File: config.mk
export PLATFORM = sky130hd
export DESIGN_NAME = id_ex_stage_flat
export DESIGN_NICKNAME = d
export VERILOG_FILES = /design/src/rtl/id_ex_stage_if.sv /design/src/rtl/id_ex_stage.sv /design/src/flat_wrapper.sv
export SDC_FILE = /design/constraint.sdc
export NUM_CORES = 1
export LEC_CHECK = 0
export ABC_CLOCK_PERIOD_IN_PS = 1900
export CORE_MARGIN = 5
export CORE_UTILIZATION = 38
export DETAILED_ROUTE_END_ITERATION = 10
export GPL_ROUTABILITY_DRIVEN = 0
export GPL_TIMING_DRIVEN = 0
export PLACE_DENSITY = 0.87
export SLEW_MARGIN = 20
export SYNTH_ARGS = -nofsm -noshare
export SYNTH_HDL_FRONTEND = slang
export SYNTH_SLANG_ARGS = --single-unit
File: constraint.sdc
create_clock -name clk -period 1.9 [get_ports clk]
set_clock_uncertainty 0.15 [all_clocks]
set_input_delay 0.19 -clock clk [delete_from_list [all_inputs] [get_ports clk]]
set_output_delay 0.19 -clock clk [all_outputs]
set_load 0.01 [all_outputs]
File: src/rtl/id_ex_stage_if.sv
// ID/EX stage bus: decode-side inputs, forwarding sources and the execute-side outputs.
// The master modport is the pipeline/decode side and the slave modport is the stage itself.
interface id_ex_stage_if #(
  parameter int unsigned DATA_W = 32,
  parameter int unsigned REG_AW = 5
);
  // Pipeline control
  logic              stall;
  logic              flush;

  // Decode slot
  logic              id_valid;
  logic [3:0]        id_alu_ctrl;
  logic              id_sign;
  logic              id_alu_src1;
  logic              id_alu_src2;
  logic              id_ext_op;
  logic [3:0]        id_ctrl;
  logic [REG_AW-1:0] id_rs_addr;
  logic [REG_AW-1:0] id_rt_addr;
  logic [REG_AW-1:0] id_dst;
  logic [DATA_W-1:0] id_rs_data;
  logic [DATA_W-1:0] id_rt_data;
  logic [15:0]       id_imm;
  logic [4:0]        id_shamt;

  // Writeback sources for forwarding
  logic              exm_regwrite;
  logic [REG_AW-1:0] exm_dst;
  logic [DATA_W-1:0] exm_data;
  logic              mwb_regwrite;
  logic [REG_AW-1:0] mwb_dst;
  logic [DATA_W-1:0] mwb_data;

  // Execute-side outputs
  logic [3:0]        alu_ctrl;
  logic              alu_sign;
  logic [DATA_W-1:0] alu_in1;
  logic [DATA_W-1:0] alu_in2;
  logic [DATA_W-1:0] ex_store_data;
  logic [REG_AW-1:0] ex_dst;
  logic [3:0]        ex_ctrl;
  logic              ex_valid;
  logic              load_use;

  modport master (
    output stall, flush,
    output id_valid, id_alu_ctrl, id_sign, id_alu_src1, id_alu_src2, id_ext_op, id_ctrl,
    output id_rs_addr, id_rt_addr, id_dst, id_rs_data, id_rt_data, id_imm, id_shamt,
    output exm_regwrite, exm_dst, exm_data, mwb_regwrite, mwb_dst, mwb_data,
    input  alu_ctrl, alu_sign, alu_in1, alu_in2, ex_store_data, ex_dst, ex_ctrl, ex_valid,
    input  load_use
  );

  modport slave (
    input  stall, flush,
    input  id_valid, id_alu_ctrl, id_sign, id_alu_src1, id_alu_src2, id_ext_op, id_ctrl,
    input  id_rs_addr, id_rt_addr, id_dst, id_rs_data, id_rt_data, id_imm, id_shamt,
    input  exm_regwrite, exm_dst, exm_data, mwb_regwrite, mwb_dst, mwb_data,
    output alu_ctrl, alu_sign, alu_in1, alu_in2, ex_store_data, ex_dst, ex_ctrl, ex_valid,
    output load_use
  );
endinterface

File: src/rtl/id_ex_stage.sv
// ID/EX pipeline register with operand forwarding and ALU operand selection.
// Optional feature macro: ID_EX_FORWARD_EN.
//   defined   - EX/MEM and MEM/WB results are forwarded into rs/rt; load_use flags only
//               loads sitting in EX.
//   undefined - no forwarding; load_use widens to a full RAW flag against EX and EX/MEM.
// ex_ctrl bit order: {RegWrite, MemRead, MemWrite, MemtoReg}.
module id_ex_stage #(
  parameter int unsigned DATA_W = 32,
  parameter int unsigned REG_AW = 5
) (
  input  logic         clk,
  input  logic         reset,
  id_ex_stage_if.slave bus
);

  localparam int unsigned CtrlRegWrite = 3;
  localparam int unsigned CtrlMemRead  = 2;

  logic              r_valid;
  logic [3:0]        r_ctrl;
  logic [3:0]        r_alu_ctrl;
  logic              r_sign;
  logic              r_src1;
  logic              r_src2;
  logic [REG_AW-1:0] r_rs_addr;
  logic [REG_AW-1:0] r_rt_addr;
  logic [REG_AW-1:0] r_dst;
  logic [DATA_W-1:0] r_rs_data;
  logic [DATA_W-1:0] r_rt_data;
  logic [DATA_W-1:0] r_ext_imm;
  logic [4:0]        r_shamt;

  logic [DATA_W-1:0] w_ext_imm;
  logic [DATA_W-1:0] w_rs_fwd;
  logic [DATA_W-1:0] w_rt_fwd;
  logic              w_ex_match;

  // Extend the immediate before capture so EX only muxes.
  always_comb begin
    w_ext_imm = {{(DATA_W-16){1'b0}}, bus.id_imm};
    if (bus.id_ext_op) begin
      w_ext_imm = {{(DATA_W-16){bus.id_imm[15]}}, bus.id_imm};
    end
  end

  // Pipeline register: flush loads a bubble (all zero, opcode ADD), stall holds, else capture.
  // Bubble clears the source addresses too so a bubble never picks up forwarded data.
  always_ff @(posedge clk or negedge reset) begin
    if (!reset) begin
      r_valid    <= 1'b0;
      r_ctrl     <= '0;
      r_alu_ctrl <= '0;
      r_sign     <= 1'b0;
      r_src1     <= 1'b0;
      r_src2     <= 1'b0;
      r_rs_addr  <= '0;
      r_rt_addr  <= '0;
      r_dst      <= '0;
      r_rs_data  <= '0;
      r_rt_data  <= '0;
      r_ext_imm  <= '0;
      r_shamt    <= '0;
    end else if (bus.flush) begin
      r_valid    <= 1'b0;
      r_ctrl     <= '0;
      r_alu_ctrl <= '0;
      r_sign     <= 1'b0;
      r_src1     <= 1'b0;
      r_src2     <= 1'b0;
      r_rs_addr  <= '0;
      r_rt_addr  <= '0;
      r_dst      <= '0;
      r_rs_data  <= '0;
      r_rt_data  <= '0;
      r_ext_imm  <= '0;
      r_shamt    <= '0;
    end else if (!bus.stall) begin
      r_valid    <= bus.id_valid;
      r_ctrl     <= bus.id_ctrl;
      r_alu_ctrl <= bus.id_alu_ctrl;
      r_sign     <= bus.id_sign;
      r_src1     <= bus.id_alu_src1;
      r_src2     <= bus.id_alu_src2;
      r_rs_addr  <= bus.id_rs_addr;
      r_rt_addr  <= bus.id_rt_addr;
      r_dst      <= bus.id_dst;
      r_rs_data  <= bus.id_rs_data;
      r_rt_data  <= bus.id_rt_data;
      r_ext_imm  <= w_ext_imm;
      r_shamt    <= bus.id_shamt;
    end
  end

  // EX holds an instruction whose destination is a non-zero source of the ID instruction.
  always_comb begin
    w_ex_match = (r_dst != '0) && ((r_dst == bus.id_rs_addr) || (r_dst == bus.id_rt_addr));
  end

`ifdef ID_EX_FORWARD_EN
  // Pick the youngest writer of a source register; $0 is never forwarded.
  function automatic logic [DATA_W-1:0] fwd_sel(input logic [REG_AW-1:0] src,
                                                input logic [DATA_W-1:0] reg_data,
                                                input logic              exm_we,
                                                input logic [REG_AW-1:0] exm_dst,
                                                input logic [DATA_W-1:0] exm_data,
                                                input logic              mwb_we,
                                                input logic [REG_AW-1:0] mwb_dst,
                                                input logic [DATA_W-1:0] mwb_data);
    logic [DATA_W-1:0] sel;
    sel = reg_data;
    if (src != '0 && exm_we && exm_dst == src) begin
      sel = exm_data;
    end else if (src != '0 && mwb_we && mwb_dst == src) begin
      sel = mwb_data;
    end
    return sel;
  endfunction

  // Forwarded rs/rt operands, EX/MEM ahead of MEM/WB.
  always_comb begin
    w_rs_fwd = fwd_sel(r_rs_addr, r_rs_data, bus.exm_regwrite, bus.exm_dst, bus.exm_data,
                       bus.mwb_regwrite, bus.mwb_dst, bus.mwb_data);
    w_rt_fwd = fwd_sel(r_rt_addr, r_rt_data, bus.exm_regwrite, bus.exm_dst, bus.exm_data,
                       bus.mwb_regwrite, bus.mwb_dst, bus.mwb_data);
  end

  // Only a load in EX cannot be covered by forwarding.
  always_comb begin
    bus.load_use = r_valid && r_ctrl[CtrlMemRead] && w_ex_match;
  end
`else
  logic w_unused_fwd;
  logic w_exm_match;

  // Without forwarding, operands are the captured register file data.
  always_comb begin
    w_rs_fwd     = r_rs_data;
    w_rt_fwd     = r_rt_data;
    w_unused_fwd = ^{bus.exm_data, bus.mwb_regwrite, bus.mwb_dst, bus.mwb_data, r_rs_addr,
                     r_rt_addr};
  end

  // Any pending write in EX or EX/MEM to an ID source is a hazard; decode stalls on it.
  always_comb begin
    w_exm_match  = bus.exm_regwrite && (bus.exm_dst != '0) &&
                   ((bus.exm_dst == bus.id_rs_addr) || (bus.exm_dst == bus.id_rt_addr));
    bus.load_use = (r_valid && (r_ctrl[CtrlRegWrite] || r_ctrl[CtrlMemRead]) && w_ex_match) ||
                   w_exm_match;
  end
`endif

  // ALU operand selection and registered control outputs.
  always_comb begin
    bus.alu_in1       = r_src1 ? {{(DATA_W-5){1'b0}}, r_shamt} : w_rs_fwd;
    bus.alu_in2       = r_src2 ? r_ext_imm : w_rt_fwd;
    bus.ex_store_data = w_rt_fwd;
    bus.alu_ctrl      = r_alu_ctrl;
    bus.alu_sign      = r_sign;
    bus.ex_dst        = r_dst;
    bus.ex_ctrl       = r_ctrl;
    bus.ex_valid      = r_valid;
  end

endmodule

File: src/flat_wrapper.sv
// flat-port wrapper written by rule: the top's interface ports become plain ports
module id_ex_stage_flat 
#(
  parameter int unsigned DATA_W = 32,
  parameter int unsigned REG_AW = 5
)
  (clk, reset, bus_stall, bus_flush, bus_id_valid, bus_id_alu_ctrl, bus_id_sign, bus_id_alu_src1, bus_id_alu_src2, bus_id_ext_op, bus_id_ctrl, bus_id_rs_addr, bus_id_rt_addr, bus_id_dst, bus_id_rs_data, bus_id_rt_data, bus_id_imm, bus_id_shamt, bus_exm_regwrite, bus_exm_dst, bus_exm_data, bus_mwb_regwrite, bus_mwb_dst, bus_mwb_data, bus_alu_ctrl, bus_alu_sign, bus_alu_in1, bus_alu_in2, bus_ex_store_data, bus_ex_dst, bus_ex_ctrl, bus_ex_valid, bus_load_use);
  id_ex_stage_if #(.DATA_W(DATA_W), .REG_AW(REG_AW)) bus_i ();
  input  logic clk;
  input  logic reset;
  input wire logic [$bits(bus_i.stall)-1:0] bus_stall;
  input wire logic [$bits(bus_i.flush)-1:0] bus_flush;
  input wire logic [$bits(bus_i.id_valid)-1:0] bus_id_valid;
  input wire logic [$bits(bus_i.id_alu_ctrl)-1:0] bus_id_alu_ctrl;
  input wire logic [$bits(bus_i.id_sign)-1:0] bus_id_sign;
  input wire logic [$bits(bus_i.id_alu_src1)-1:0] bus_id_alu_src1;
  input wire logic [$bits(bus_i.id_alu_src2)-1:0] bus_id_alu_src2;
  input wire logic [$bits(bus_i.id_ext_op)-1:0] bus_id_ext_op;
  input wire logic [$bits(bus_i.id_ctrl)-1:0] bus_id_ctrl;
  input wire logic [$bits(bus_i.id_rs_addr)-1:0] bus_id_rs_addr;
  input wire logic [$bits(bus_i.id_rt_addr)-1:0] bus_id_rt_addr;
  input wire logic [$bits(bus_i.id_dst)-1:0] bus_id_dst;
  input wire logic [$bits(bus_i.id_rs_data)-1:0] bus_id_rs_data;
  input wire logic [$bits(bus_i.id_rt_data)-1:0] bus_id_rt_data;
  input wire logic [$bits(bus_i.id_imm)-1:0] bus_id_imm;
  input wire logic [$bits(bus_i.id_shamt)-1:0] bus_id_shamt;
  input wire logic [$bits(bus_i.exm_regwrite)-1:0] bus_exm_regwrite;
  input wire logic [$bits(bus_i.exm_dst)-1:0] bus_exm_dst;
  input wire logic [$bits(bus_i.exm_data)-1:0] bus_exm_data;
  input wire logic [$bits(bus_i.mwb_regwrite)-1:0] bus_mwb_regwrite;
  input wire logic [$bits(bus_i.mwb_dst)-1:0] bus_mwb_dst;
  input wire logic [$bits(bus_i.mwb_data)-1:0] bus_mwb_data;
  output wire logic [$bits(bus_i.alu_ctrl)-1:0] bus_alu_ctrl;
  output wire logic [$bits(bus_i.alu_sign)-1:0] bus_alu_sign;
  output wire logic [$bits(bus_i.alu_in1)-1:0] bus_alu_in1;
  output wire logic [$bits(bus_i.alu_in2)-1:0] bus_alu_in2;
  output wire logic [$bits(bus_i.ex_store_data)-1:0] bus_ex_store_data;
  output wire logic [$bits(bus_i.ex_dst)-1:0] bus_ex_dst;
  output wire logic [$bits(bus_i.ex_ctrl)-1:0] bus_ex_ctrl;
  output wire logic [$bits(bus_i.ex_valid)-1:0] bus_ex_valid;
  output wire logic [$bits(bus_i.load_use)-1:0] bus_load_use;
  assign bus_i.stall = bus_stall;
  assign bus_i.flush = bus_flush;
  assign bus_i.id_valid = bus_id_valid;
  assign bus_i.id_alu_ctrl = bus_id_alu_ctrl;
  assign bus_i.id_sign = bus_id_sign;
  assign bus_i.id_alu_src1 = bus_id_alu_src1;
  assign bus_i.id_alu_src2 = bus_id_alu_src2;
  assign bus_i.id_ext_op = bus_id_ext_op;
  assign bus_i.id_ctrl = bus_id_ctrl;
  assign bus_i.id_rs_addr = bus_id_rs_addr;
  assign bus_i.id_rt_addr = bus_id_rt_addr;
  assign bus_i.id_dst = bus_id_dst;
  assign bus_i.id_rs_data = bus_id_rs_data;
  assign bus_i.id_rt_data = bus_id_rt_data;
  assign bus_i.id_imm = bus_id_imm;
  assign bus_i.id_shamt = bus_id_shamt;
  assign bus_i.exm_regwrite = bus_exm_regwrite;
  assign bus_i.exm_dst = bus_exm_dst;
  assign bus_i.exm_data = bus_exm_data;
  assign bus_i.mwb_regwrite = bus_mwb_regwrite;
  assign bus_i.mwb_dst = bus_mwb_dst;
  assign bus_i.mwb_data = bus_mwb_data;
  assign bus_alu_ctrl = bus_i.alu_ctrl;
  assign bus_alu_sign = bus_i.alu_sign;
  assign bus_alu_in1 = bus_i.alu_in1;
  assign bus_alu_in2 = bus_i.alu_in2;
  assign bus_ex_store_data = bus_i.ex_store_data;
  assign bus_ex_dst = bus_i.ex_dst;
  assign bus_ex_ctrl = bus_i.ex_ctrl;
  assign bus_ex_valid = bus_i.ex_valid;
  assign bus_load_use = bus_i.load_use;
  id_ex_stage #(.DATA_W(DATA_W), .REG_AW(REG_AW)) u_core (.clk(clk), .reset(reset), .bus(bus_i));
endmodule
==> metrics <==
Pre-Repair DR Iteration Count=4; CTS Buf Count=9; Worst VDD drop=0.539 mV; cells after synthesis=457; FP Rows=41; FF+latch area=0.00258 mm2; sequential share of power=0.432; Reg clk slew, reported paths=70 ps; die width=124 um; CTS Buffer Depth=2; crit path DAT=1680 ps; unique cell type count in the Yosys netlist=19; H-tree depth=3; remaining antenna violation count=0; P_int=0.00414 W; Max Slew Vio Count=0; Mapped Area=0.00497 mm2; vias in the first global route=4,843; mean post-synth cell area=10.9 um2; synth top area cells=dfrtp_1, mux2i_1, nor2_1; total congestion overflow=0; Vias=4,334; total die area=0.0155 mm2; Leakage=3.97 nW; clock sink count=103; I/O Pins=305; clock latency at the later pin of the worst-skew pair=340 ps; initial antenna violation count=0; global routing usage on met1=0.234; Clock Power Share=0.356; Total Routed Length=15.9 mm; Syn-to-layout area delta=60.1%; fin crit period=2020 ps; largest area contributor in the netlist=dfrtp_1; global routing usage on met2=0.348; Switching Share=0.256; power per standard cell area=699 mW/mm2; top cell type's share of synthesized area=0.518; area of the multi-input gates=0.00222 mm2; Initial DRC Count=181; Final Hold Fails=0; PortBufs=232; status=complete, but fails checks; clk root buf=clkbuf_16; Slew @ Worst Pin=516 ps; sequential fraction of the synthesis area=0.518; Setup CP Type=flip-flop to primary output; die height=124 um; CTS tree=yes; setup ws final=-116 ps; vias per inst=4.85; average wire per standard cell=17.8 um; GR peak layer=met2; Final Util=0.625; fillcell total=1,059; Ant. Diodes=0; Final nets=910; Seq cells post-synth=103; CP endpoint kind=primary output; # DRC=0; Final Setup Violations=1; CP startpoint kind=flip-flop; largest net degree at the start of global routing=67; DP Wirelength=12.1 mm; met3 Track Usage GR=0.0583; Syn Nets=650; Switch Pwr=0.00142 W; logic gate share of total power=0.212; gr usage total=0.203; total of max-cap violations=0; unrepaired setup endpoints after global routing=yes; core area=0.0127 mm2; Max Fclk=0.496 GHz; Crit Path Max Fanout=2; class of the worst hold path=primary input to flip-flop; failing checks=setup timing; synth warn=0; Worst EP required=1560 ps; final period utilization=1.06; layout cells sized above 1=0.155; first-pass GRT wire length=25.6 mm; final hold slack=40.7 ps; relative slew slack=0.656; initial core utilization=0.391
state kept, by name (all words and copies together) (netlist names):
signal,flops
u_core.r_src2,1
u_core.r_ext_imm,17
u_core.bus.ex_valid,1
u_core.r_rs_data,32
u_core.bus.ex_ctrl,4
u_core.bus.ex_dst,5
u_core.r_src1,1
u_core.r_shamt,5
u_core.bus.alu_ctrl,4
u_core.bus.alu_sign,1
u_core.bus.ex_store_data,32
cells by family (layout without fill, tap and decap cells):
group / count (synthesis) / in the layout / share of synthesized area
buf+inv: 47 / 312 / 0.0438
simple gates: 142 / 142 / 0.125
flops: 103 / 103 / 0.518
mux: 122 / 122 / 0.251
compound gates: 23 / 23 / 0.0269
xor+xnor: 20 / 20 / 0.0352
power by group through the flow:
stage | clock [W] | sequential (W) | combinational, W
floorplan | 0 | 0.00245 | 0.000455
global placement | 0 | 0.00244 | 0.00115
detailed placement | 0 | 0.00245 | 0.00118
CTS | 0.00202 | 0.00240 | 0.00117
global route | 0.00211 | 0.00242 | 0.00128
finish | 0.00198 | 0.00240 | 0.00118
synth_stat cells:
cell and count:
a21oi_1 1, a22oi_1 3, buf_2 9, buf_4 8, clkbuf_1 14, dfrtp_1 103, inv_1 16, mux2_2 21
mux2i_1 101, nand2_1 1, nor2_1 107, nor2b_1 28, nor3_1 4, o21ai_0 17, o221ai_2 1, o22ai_1 1
or4_1 1, or4_4 1, xor2_1 20
cell type report:
| type | instances | share of cell area |
|---|---|---|
| Buffer | 30 | 0.0253 |
| Clock buffer | 10 | 0.0288 |
| Clock inverter | 6 | 0.0105 |
| Inverter | 16 | 0.00755 |
| Multi-Input combinational cell | 307 | 0.278 |
| Sequential cell | 103 | 0.325 |
| Tap cell | 172 | 0.0270 |
| Timing Repair Buffer | 250 | 0.298 |
path summary, 6_finish.rpt:
check	slack (ps)	depth (start not counted)	end	startpoint
max in group asynchronous	800	3	u_core.r_src1$_DFFE_PN0P_	reset
worst max-delay path	-120	4	bus_load_use	u_core.bus.ex_dst[0]$_DFFE_PN0P_
worst min-delay path	40	2	u_core.r_rs_data[26]$_DFFE_PN0P_	bus_flush
worst min register to register	370	2	u_core.r_rs_data[7]$_DFFE_PN0P_	u_core.r_rs_data[7]$_DFFE_PN0P_
worst max register to register	650	5	u_core.r_src2$_DFFE_PN0P_	u_core.r_src2$_DFFE_PN0P_
min in group asynchronous	160	2	u_core.bus.alu_ctrl[2]$_DFFE_PN0P_	reset
per-stage QoR:
| step | area (um2) | worst slack (ps) | power, W | TNS [ps] | cells |
|---|---|---|---|---|---|
| final | 7960 | -116 | 0.00556 | -116 | 894 |
| after global routing | 7960 | -203 | 0.00581 | -226 | 894 |
| after CTS | 7900 | -134 | 0.00560 | -292 | 889 |
| after detailed placement | 7540 | -455 | 0.00363 | -4450 | 862 |
| after global placement | 7510 | -3280 | 0.00358 | -340410 | 861 |
| after floorplan | 4970 | 321 | 0.00290 | 0 | 457 |
critical path: stages (launching register included):
cell and delay, ps:
dfrtp_2 400, or4_4 530, o221ai_2 140, o22ai_1 100
buf_2 150
layout by cell type (no fill, tap or decap), types with 2 or more instances in the layout:
master and count:
buf_4 19, dfrtp_1 99, dfrtp_2 4, nor2_1 107, clkbuf_16 10, buf_8 3
clkdlybuf4s15_1 4, o21ai_0 6, clkdlybuf4s50_1 166, o21ai_2 2, buf_2 25, mux2_2 18
mux2_4 3, clkbuf_4 2, bufinv_16 2, mux2i_1 101, buf_6 10, o21ai_1 9
nor2b_1 28, dlygate4sd2_1 33, clkbuf_2 4, inv_1 16, nor3_1 3, a22oi_1 3
clkinv_2 3, clkbuf_1 11, xor2_1 20
per-layer routing:
layer  up-vias  wire [um]
met1      2093       6370
met4         0        656
met5         -          0
li1       2024          -
met3        43        973
met2       174       7950
timing repair:
action                                 4_1_cts  5_1_grt
gates resized for setup                    172       34
setup endpoints to repair                   65       27
hold buffers                                 1        0
endpoints found under the hold margin       90        0
pin swaps                                    1        2
gates cloned                                 1        1
setup buffers                                9        6
(Power assumes the default switching activity.)
